File: src/rtl/imem_ctrl_pkg.sv
// Purpose: shared state encoding and constants for the instruction-memory load controller.
// Latency: n/a (types and constants only).
// Backpressure: n/a.
package imem_ctrl_pkg;

    typedef enum logic [1:0] {
        ST_BOOT  = 2'd0,
        ST_LOAD  = 2'd1,
        ST_FLUSH = 2'd2,
        ST_RUN   = 2'd3
    } state_t;

    // addi x0, x0, 0 -- returned whenever the core must not see real memory data
    localparam logic [31:0] NOP_INST = 32'h0000_0013;

    localparam int BYTE_LANES = 4;

endpackage

File: src/rtl/imem_byte_packer.sv
// Purpose: packs a byte stream into little-endian 32-bit words; flush emits a zero-padded partial word.
// Latency: word_vld one cycle after the byte that completes a word (or after flush with a partial word).
// Backpressure: none, accepts a byte every cycle byte_vld is high.
//
// Ports: clk/rst (sync, active-high); clr drops the partial word (a byte in the same cycle
// starts the new word); byte_vld/byte_dat input stream; flush emits the partial word if any;
// word_vld/word_dat registered output word; bcnt = bytes currently held.
module imem_byte_packer
    import imem_ctrl_pkg::*;
(
    input  logic        clk,
    input  logic        rst,
    input  logic        clr,
    input  logic        byte_vld,
    input  logic [7:0]  byte_dat,
    input  logic        flush,
    output logic        word_vld,
    output logic [31:0] word_dat,
    output logic [1:0]  bcnt
);

    logic [31:0] pack_q, pack_d;
    logic [31:0] word_q, word_d;
    logic [1:0]  bcnt_q, bcnt_d;
    logic        word_vld_q, word_vld_d;
    logic [31:0] base_pack, merged;
    logic [1:0]  base_cnt;

    always_comb begin
        // A clear restarts from an empty word but still takes a same-cycle byte.
        base_pack  = clr ? 32'd0 : pack_q;
        base_cnt   = clr ? 2'd0  : bcnt_q;
        merged     = base_pack;
        if (byte_vld) begin
            merged[{base_cnt, 3'b000} +: 8] = byte_dat;
        end
        pack_d     = merged;
        bcnt_d     = base_cnt + 2'(byte_vld);
        word_d     = word_q;
        word_vld_d = 1'b0;
        if (byte_vld && base_cnt == 2'(BYTE_LANES - 1)) begin
            word_d     = merged;
            word_vld_d = 1'b1;
            pack_d     = 32'd0;
            bcnt_d     = 2'd0;
        end else if (flush && !clr && !byte_vld && bcnt_q != 2'd0) begin
            // Unfilled upper lanes are already zero in the pack register.
            word_d     = pack_q;
            word_vld_d = 1'b1;
            pack_d     = 32'd0;
            bcnt_d     = 2'd0;
        end
    end

    always_ff @(posedge clk) begin
        if (rst) begin
            pack_q     <= 32'd0;
            word_q     <= 32'd0;
            bcnt_q     <= 2'd0;
            word_vld_q <= 1'b0;
        end else begin
            pack_q     <= pack_d;
            word_q     <= word_d;
            bcnt_q     <= bcnt_d;
            word_vld_q <= word_vld_d;
        end
    end

    assign word_vld = word_vld_q;
    assign word_dat = word_q;
    assign bcnt     = bcnt_q;

endmodule

File: src/rtl/imem_load_ctrl.sv
// Purpose: shares the instruction memory port between core fetch (RUN) and a byte-serial loader.
// Latency: write one cycle after the 4th byte; fetch path fully combinational pc_out -> inst.
// Backpressure: ld_ready high for the whole LOAD state, one byte per cycle with no bubbles.
//
// Ports: clk/rst (sync, active-high); pc_out/inst/stall/misalign core side;
// ld_start/ld_valid/ld_byte/ld_ready/ld_done/ld_err loader side;
// mem_addr/mem_rdata/mem_we/mem_wdata memory side (combinational read).
// Optional: IMEM_LOAD_CHECKSUM_EN adds ld_csum (running byte sum) and ld_csum_exp (checked at ld_done).
module imem_load_ctrl
    import imem_ctrl_pkg::*;
#(
    parameter int PC_WIDTH_LENGTH   = 32,
    parameter int INST_WIDTH_LENGTH = 32,
    parameter int ADDR_WIDTH        = 18
) (
    input  logic                         clk,
    input  logic                         rst,
    input  logic [PC_WIDTH_LENGTH-1:0]   pc_out,
    output logic [INST_WIDTH_LENGTH-1:0] inst,
    output logic                         stall,
    output logic                         misalign,
    input  logic                         ld_start,
    input  logic                         ld_valid,
    input  logic [7:0]                   ld_byte,
    output logic                         ld_ready,
    input  logic                         ld_done,
    output logic                         ld_err,
`ifdef IMEM_LOAD_CHECKSUM_EN
    output logic [7:0]                   ld_csum,
    input  logic [7:0]                   ld_csum_exp,
`endif
    output logic [ADDR_WIDTH-1:0]        mem_addr,
    input  logic [INST_WIDTH_LENGTH-1:0] mem_rdata,
    output logic                         mem_we,
    output logic [INST_WIDTH_LENGTH-1:0] mem_wdata
);

    state_t                state_q, state_d;
    logic                  stall_q, stall_d;
    logic                  ld_ready_q, ld_ready_d;
    logic [ADDR_WIDTH-1:0] wr_ptr_q, wr_ptr_d;
    logic                  ld_err_q, ld_err_d;
    logic                  fl_wr_q, fl_wr_d;   // partial-word flush write already requested
`ifdef IMEM_LOAD_CHECKSUM_EN
    logic [7:0]            csum_q, csum_d;
    logic                  csum_bad_q, csum_bad_d;
`endif

    logic        accept;
    logic        pk_flush;
    logic        pk_vld;
    logic [31:0] pk_word;
    logic [1:0]  pk_bcnt;
    logic        run;
    logic        unused_pc_hi;

    assign accept   = ld_valid & ld_ready_q;
    assign pk_flush = (state_q == ST_FLUSH) && !fl_wr_q;

    imem_byte_packer u_packer (
        .clk      (clk),
        .rst      (rst),
        .clr      (ld_start),
        .byte_vld (accept),
        .byte_dat (ld_byte),
        .flush    (pk_flush),
        .word_vld (pk_vld),
        .word_dat (pk_word),
        .bcnt     (pk_bcnt)
    );

    // Once the image has overrun the memory, later words are dropped.
    assign mem_we    = pk_vld & ~ld_err_q;
    assign mem_wdata = pk_word;

    always_comb begin
        state_d  = state_q;
        wr_ptr_d = wr_ptr_q;
        ld_err_d = ld_err_q;
        fl_wr_d  = fl_wr_q;
`ifdef IMEM_LOAD_CHECKSUM_EN
        csum_d     = accept ? csum_q + ld_byte : csum_q;
        csum_bad_d = csum_bad_q;
`endif
        if (mem_we) begin
            wr_ptr_d = wr_ptr_q + ADDR_WIDTH'(1);
            if (&wr_ptr_q) begin
                ld_err_d = 1'b1;
            end
        end
        case (state_q)
            ST_BOOT: begin
                if (ld_done) begin
                    state_d = ST_RUN;
                end
            end
            ST_LOAD: begin
                if (ld_done) begin
                    state_d = ST_FLUSH;
                    fl_wr_d = 1'b0;
`ifdef IMEM_LOAD_CHECKSUM_EN
                    // Compare against the sum including a byte accepted with ld_done.
                    csum_bad_d = (csum_d != ld_csum_exp);
`endif
                end
            end
            ST_FLUSH: begin
                if (!fl_wr_q && pk_bcnt != 2'd0) begin
                    // Stay one more cycle so the partial word is written before RUN.
                    fl_wr_d = 1'b1;
                end else begin
`ifdef IMEM_LOAD_CHECKSUM_EN
                    if (csum_bad_q) begin
                        state_d  = ST_BOOT;
                        ld_err_d = 1'b1;
                    end else begin
                        state_d = ST_RUN;
                    end
`else
                    state_d = ST_RUN;
`endif
                end
            end
            default: ;
        endcase
        // A new session overrides everything from any state.
        if (ld_start) begin
            state_d  = ST_LOAD;
            wr_ptr_d = '0;
            ld_err_d = 1'b0;
            fl_wr_d  = 1'b0;
`ifdef IMEM_LOAD_CHECKSUM_EN
            csum_d     = accept ? ld_byte : 8'd0;
            csum_bad_d = 1'b0;
`endif
        end
    end

    assign stall_d    = (state_d != ST_RUN);
    assign ld_ready_d = (state_d == ST_LOAD);

    always_ff @(posedge clk) begin
        if (rst) begin
            state_q    <= ST_BOOT;
            stall_q    <= 1'b1;
            ld_ready_q <= 1'b0;
            wr_ptr_q   <= '0;
            ld_err_q   <= 1'b0;
            fl_wr_q    <= 1'b0;
`ifdef IMEM_LOAD_CHECKSUM_EN
            csum_q     <= 8'd0;
            csum_bad_q <= 1'b0;
`endif
        end else begin
            state_q    <= state_d;
            stall_q    <= stall_d;
            ld_ready_q <= ld_ready_d;
            wr_ptr_q   <= wr_ptr_d;
            ld_err_q   <= ld_err_d;
            fl_wr_q    <= fl_wr_d;
`ifdef IMEM_LOAD_CHECKSUM_EN
            csum_q     <= csum_d;
            csum_bad_q <= csum_bad_d;
`endif
        end
    end

    // Fetch path: PC bits above the memory depth are ignored.
    assign run          = (state_q == ST_RUN);
    assign unused_pc_hi = ^pc_out[PC_WIDTH_LENGTH-1:ADDR_WIDTH+2];
    assign misalign     = run && (pc_out[1:0] != 2'b00);
    assign mem_addr     = run ? pc_out[ADDR_WIDTH+1:2] : wr_ptr_q;
    assign inst         = (run && !misalign) ? mem_rdata : NOP_INST;
    assign stall        = stall_q;
    assign ld_ready     = ld_ready_q;
    assign ld_err       = ld_err_q;
`ifdef IMEM_LOAD_CHECKSUM_EN
    assign ld_csum      = csum_q;
`endif

endmodule

File: config.mk
export PLATFORM = sky130hd
export DESIGN_NAME = imem_load_ctrl
export DESIGN_NICKNAME = d
export VERILOG_FILES = /design/src/rtl/imem_ctrl_pkg.sv /design/src/rtl/imem_byte_packer.sv /design/src/rtl/imem_load_ctrl.sv
export SDC_FILE = /design/constraint.sdc
export NUM_CORES = 1
export LEC_CHECK = 0
export ABC_AREA = 1
export ABC_CLOCK_PERIOD_IN_PS = 2630
export CAP_MARGIN = 20
export CORE_MARGIN = 1
export CORE_UTILIZATION = 45
export CTS_CLUSTER_SIZE = 14
export DETAILED_ROUTE_END_ITERATION = 10
export GPL_TIMING_DRIVEN = 0
export PLACE_DENSITY = 0.78
export SLEW_MARGIN = 10
export SYNTH_ARGS = -nofsm -noshare
export SYNTH_HDL_FRONTEND = slang
export SYNTH_SLANG_ARGS = --single-unit
export TNS_END_PERCENT = 10
File: constraint.sdc
create_clock -name clk -period 2.63 [get_ports clk]
set_clock_uncertainty 0.05 [all_clocks]
set_input_delay 0.6575 -clock clk [delete_from_list [all_inputs] [get_ports clk]]
set_output_delay 0.6575 -clock clk [all_outputs]
set_load 0.05 [all_outputs]
==> run metrics <==
Hold Crit Endpoint=u_packer.word_dat[9]$_SDFFE_PP0P_; crit path launch type=flop; # setup viols final=0; DIE WIDTH=102.1 um; vias per cell=~5; final worst-path cycle share=98.56%; Initial Util=46.31%; drt first pass iters=5; peak supply drop=between 0.3 and 0.4 mV; Total GRT Usage=26.82%; die area=~10000 um2; vias in the first global route=4562; WL final=13.74 mm; largest net degree at the start of global routing=16; leakage=0.002828 uW; Longest Clk Path Bufs=2; critical path capture point type=output port; synth unique cells=32; fmax=between 0.3 and 0.4 GHz; Synth Register Bits=91; Post-synth EDFFs=0; Post-CTS Setup Bufs=0; # IOs=164; hold path cells=2; RSZ-0062 raised after global routing=yes; drt drc=0; Ys Warns=0; post-placement cell count=926; hold_ws=406.6 ps; FF-to-FF End=u_packer.word_dat[4]$_SDFFE_PP0P_; HPWL after DPL=about 11 mm; row count=36; Final Max Slew Viols=0; CTS buffer count=9; TritonCTS clock tree=done; max_cap viols=0; Core Box Area=9729 um2; PD cells=408.4 nW/um2; Synth Flop Type=dfxtp_1; initial drt markers=roughly 260; post-layout min period=2592 ps; Seq/Total Area, Yosys=40.43%; Worst-Skew Late Latency=roughly 370 ps; Die H=102.1 um; GP Congestion=0.9204; Mapped Cells=roughly 640; Reg clk slew, reported paths=80 ps; Cell Area, Synth=4506 um2; Worst Path Max Fanout=10; R2R cell count=10; flop-to-flop setup slack=580 ps; Mapped Avg Cell Area=7.018 um2; CTS root buffer=clkbuf_8; via count=4844; Slew HR=between 60% and 70%; CTS sink cnt=91; crit path DAT=between 1500 and 2000 ps; fin cells=approximately 940; Ant. Diodes=0; pre-CTS WS=-826.5 ps; async set or reset register ratio after synthesis=0%; synthesis-to-layout area growth=40.21%; Routed Antenna Nets=0; Routed wire per std cell=between 10 and 15 um; final worst setup slack=37.94 ps; Net Count, Synth=between 700 and 800; GRT overflow=0; status=finished, final reports clean; global-route wire length before repair=21.43 mm; share of cells above drive strength 1=~17%; Hold Vio Cnt, Final=0; origin of the critical flop-to-flop path=u_packer.bcnt[0]$_SDFF_PP0_; Buffers on Ports=151; antenna violations before repair=0; Slew @ Worst Pin=530.5 ps; HP Start=u_packer.word_dat[9]$_SDFFE_PP0P_; Required @ worst endpoint=1920 ps; H-tree Lvls=3; kind of critical path=flop to output port; Hold Crit Class=flop to flop; Final #Nets=889
## metal layers
| layer | GRT usage [%] | wire length, um |
|---|---|---|
| met3 | 5.540 | 906 |
| met4 | 9.451 | 251 |
| met2 | 52.76 | 7181 |
| met5 | 0 | 0 |
| met1 | 27.78 | 5403 |
## critical path, stage by stage, from the launching register on
cell and delay, ps:
dfxtp_1 390, nand2_1 130, clkbuf_4 220, mux2_2 230
dlygate4sd2_1 540
## metrics by stage
step | util [%] | area (um2) | TNS (ps) | total power [uW]
after global placement | 63.55 | 6183 | -40290 | 1707
final | 64.93 | 6317 | 0 | 2580
after global routing | 64.93 | 6317 | -186.7 | 2674
after CTS | 65.21 | 6345 | -490.6 | 2591
after floorplan | - | 4506 | 0 | 1557
after detailed placement | 63.55 | 6183 | -44890 | 1712
## where the power goes
| group | switching, uW | internal [uW] |
|---|---|---|
| Combinational | 156 | 132 |
| Sequential | 5.42 | 1380 |
| Clock | 503 | 399 |
## cells in the mapped netlist (7+ instances only)
cell | instances | area share, %
nor2_1 | 97 | 8.1
a22oi_1 | 8 | 1.3
a21oi_1 | 49 | 5.4
nand3_1 | 102 | 11
inv_1 | 71 | 5.9
dfxtp_1 | 91 | 40
mux2_2 | 8 | 2.0
ha_1 | 7 | 1.9
o21ai_0 | 17 | 1.9
nor2_2 | 8 | 1.1
or2_2 | 25 | 3.5
buf_2 | 7 | 0.78
nand2_1 | 102 | 8.5
## final cells by class
type	count	area (um2)
plain buffers	23	161.4
clock buffers	11	151.4
clock inverters	5	36.28
fillers	919	3412
inverters	76	287.8
multi-input cells	452	2288
flip-flops and latches	91	1822
well taps	133	166.4
repair buffers	152	1404
## layout by cell type (no fill, tap or decap), types with 2 or more instances in the layout
cell               n
nand3_1          102
nor2_2             7
buf_4             25
nor2_4             6
nand4_1            5
inv_2              5
buf_1              2
clkbuf_4           4
or2_1              2
dlymetal6s2s_1     2
a21oi_1           49
clkinv_2           2
clkdlybuf4s50_1   97
o21ai_0           17
ha_1               7
dlygate4sd2_1      9
o21ai_1            2
mux2_2             8
xor2_1             3
clkbuf_8          12
nand2_2            4
nor2_1            95
clkinv_4           2
inv_1             70
a22oi_1            8
clkbuf_1           2
nor3_1             4
buf_2             18
nand2_1          101
or2_2             25
clkbuf_2           3
dfxtp_1           91
buf_6             11
## flip-flops by register name, summed over array words and instances (netlist names)
register and flops:
u_packer.word_vld 1, state_q 2, u_packer.bcnt 2, ld_ready 1
u_packer.word_dat 32, stall 1, fl_wr_q 1, u_packer.pack_q 32
wr_ptr_q 18, ld_err 1
## timing repair
action,in CTS,in global routing
cloned,0,1
endpoints found under the setup margin,67,67
pin swaps,1,1
hold buffers,0,0
gates resized for setup,249,32
## kinds of logic after synthesis
group | Yosys count | share of synthesized area, %
xor+xnor | 3 | 0.5833
mux | 8 | 2.000
simple gates | 357 | 36.41
flops | 91 | 40.43
buf+inv | 99 | 9.386
fa+ha+maj | 7 | 1.944
compound gates | 77 | 9.248
## how the worst max path moves through the flow
stage                                from           end  slack, ps  cells past startpoint
floorplan                       pc_out[1]      inst[11]        160                      4
global placement                pc_out[1]      inst[13]       -740                      6
detailed placement              pc_out[1]      inst[12]       -830                      6
CTS                             pc_out[0]       inst[1]       -150                      5
global route        state_q[0]$_SDFF_PP0_  mem_addr[13]        -30                      4
finish              state_q[0]$_SDFF_PP0_   mem_addr[1]         40                      4
Note: power is estimated with default switching activity, not from simulation.
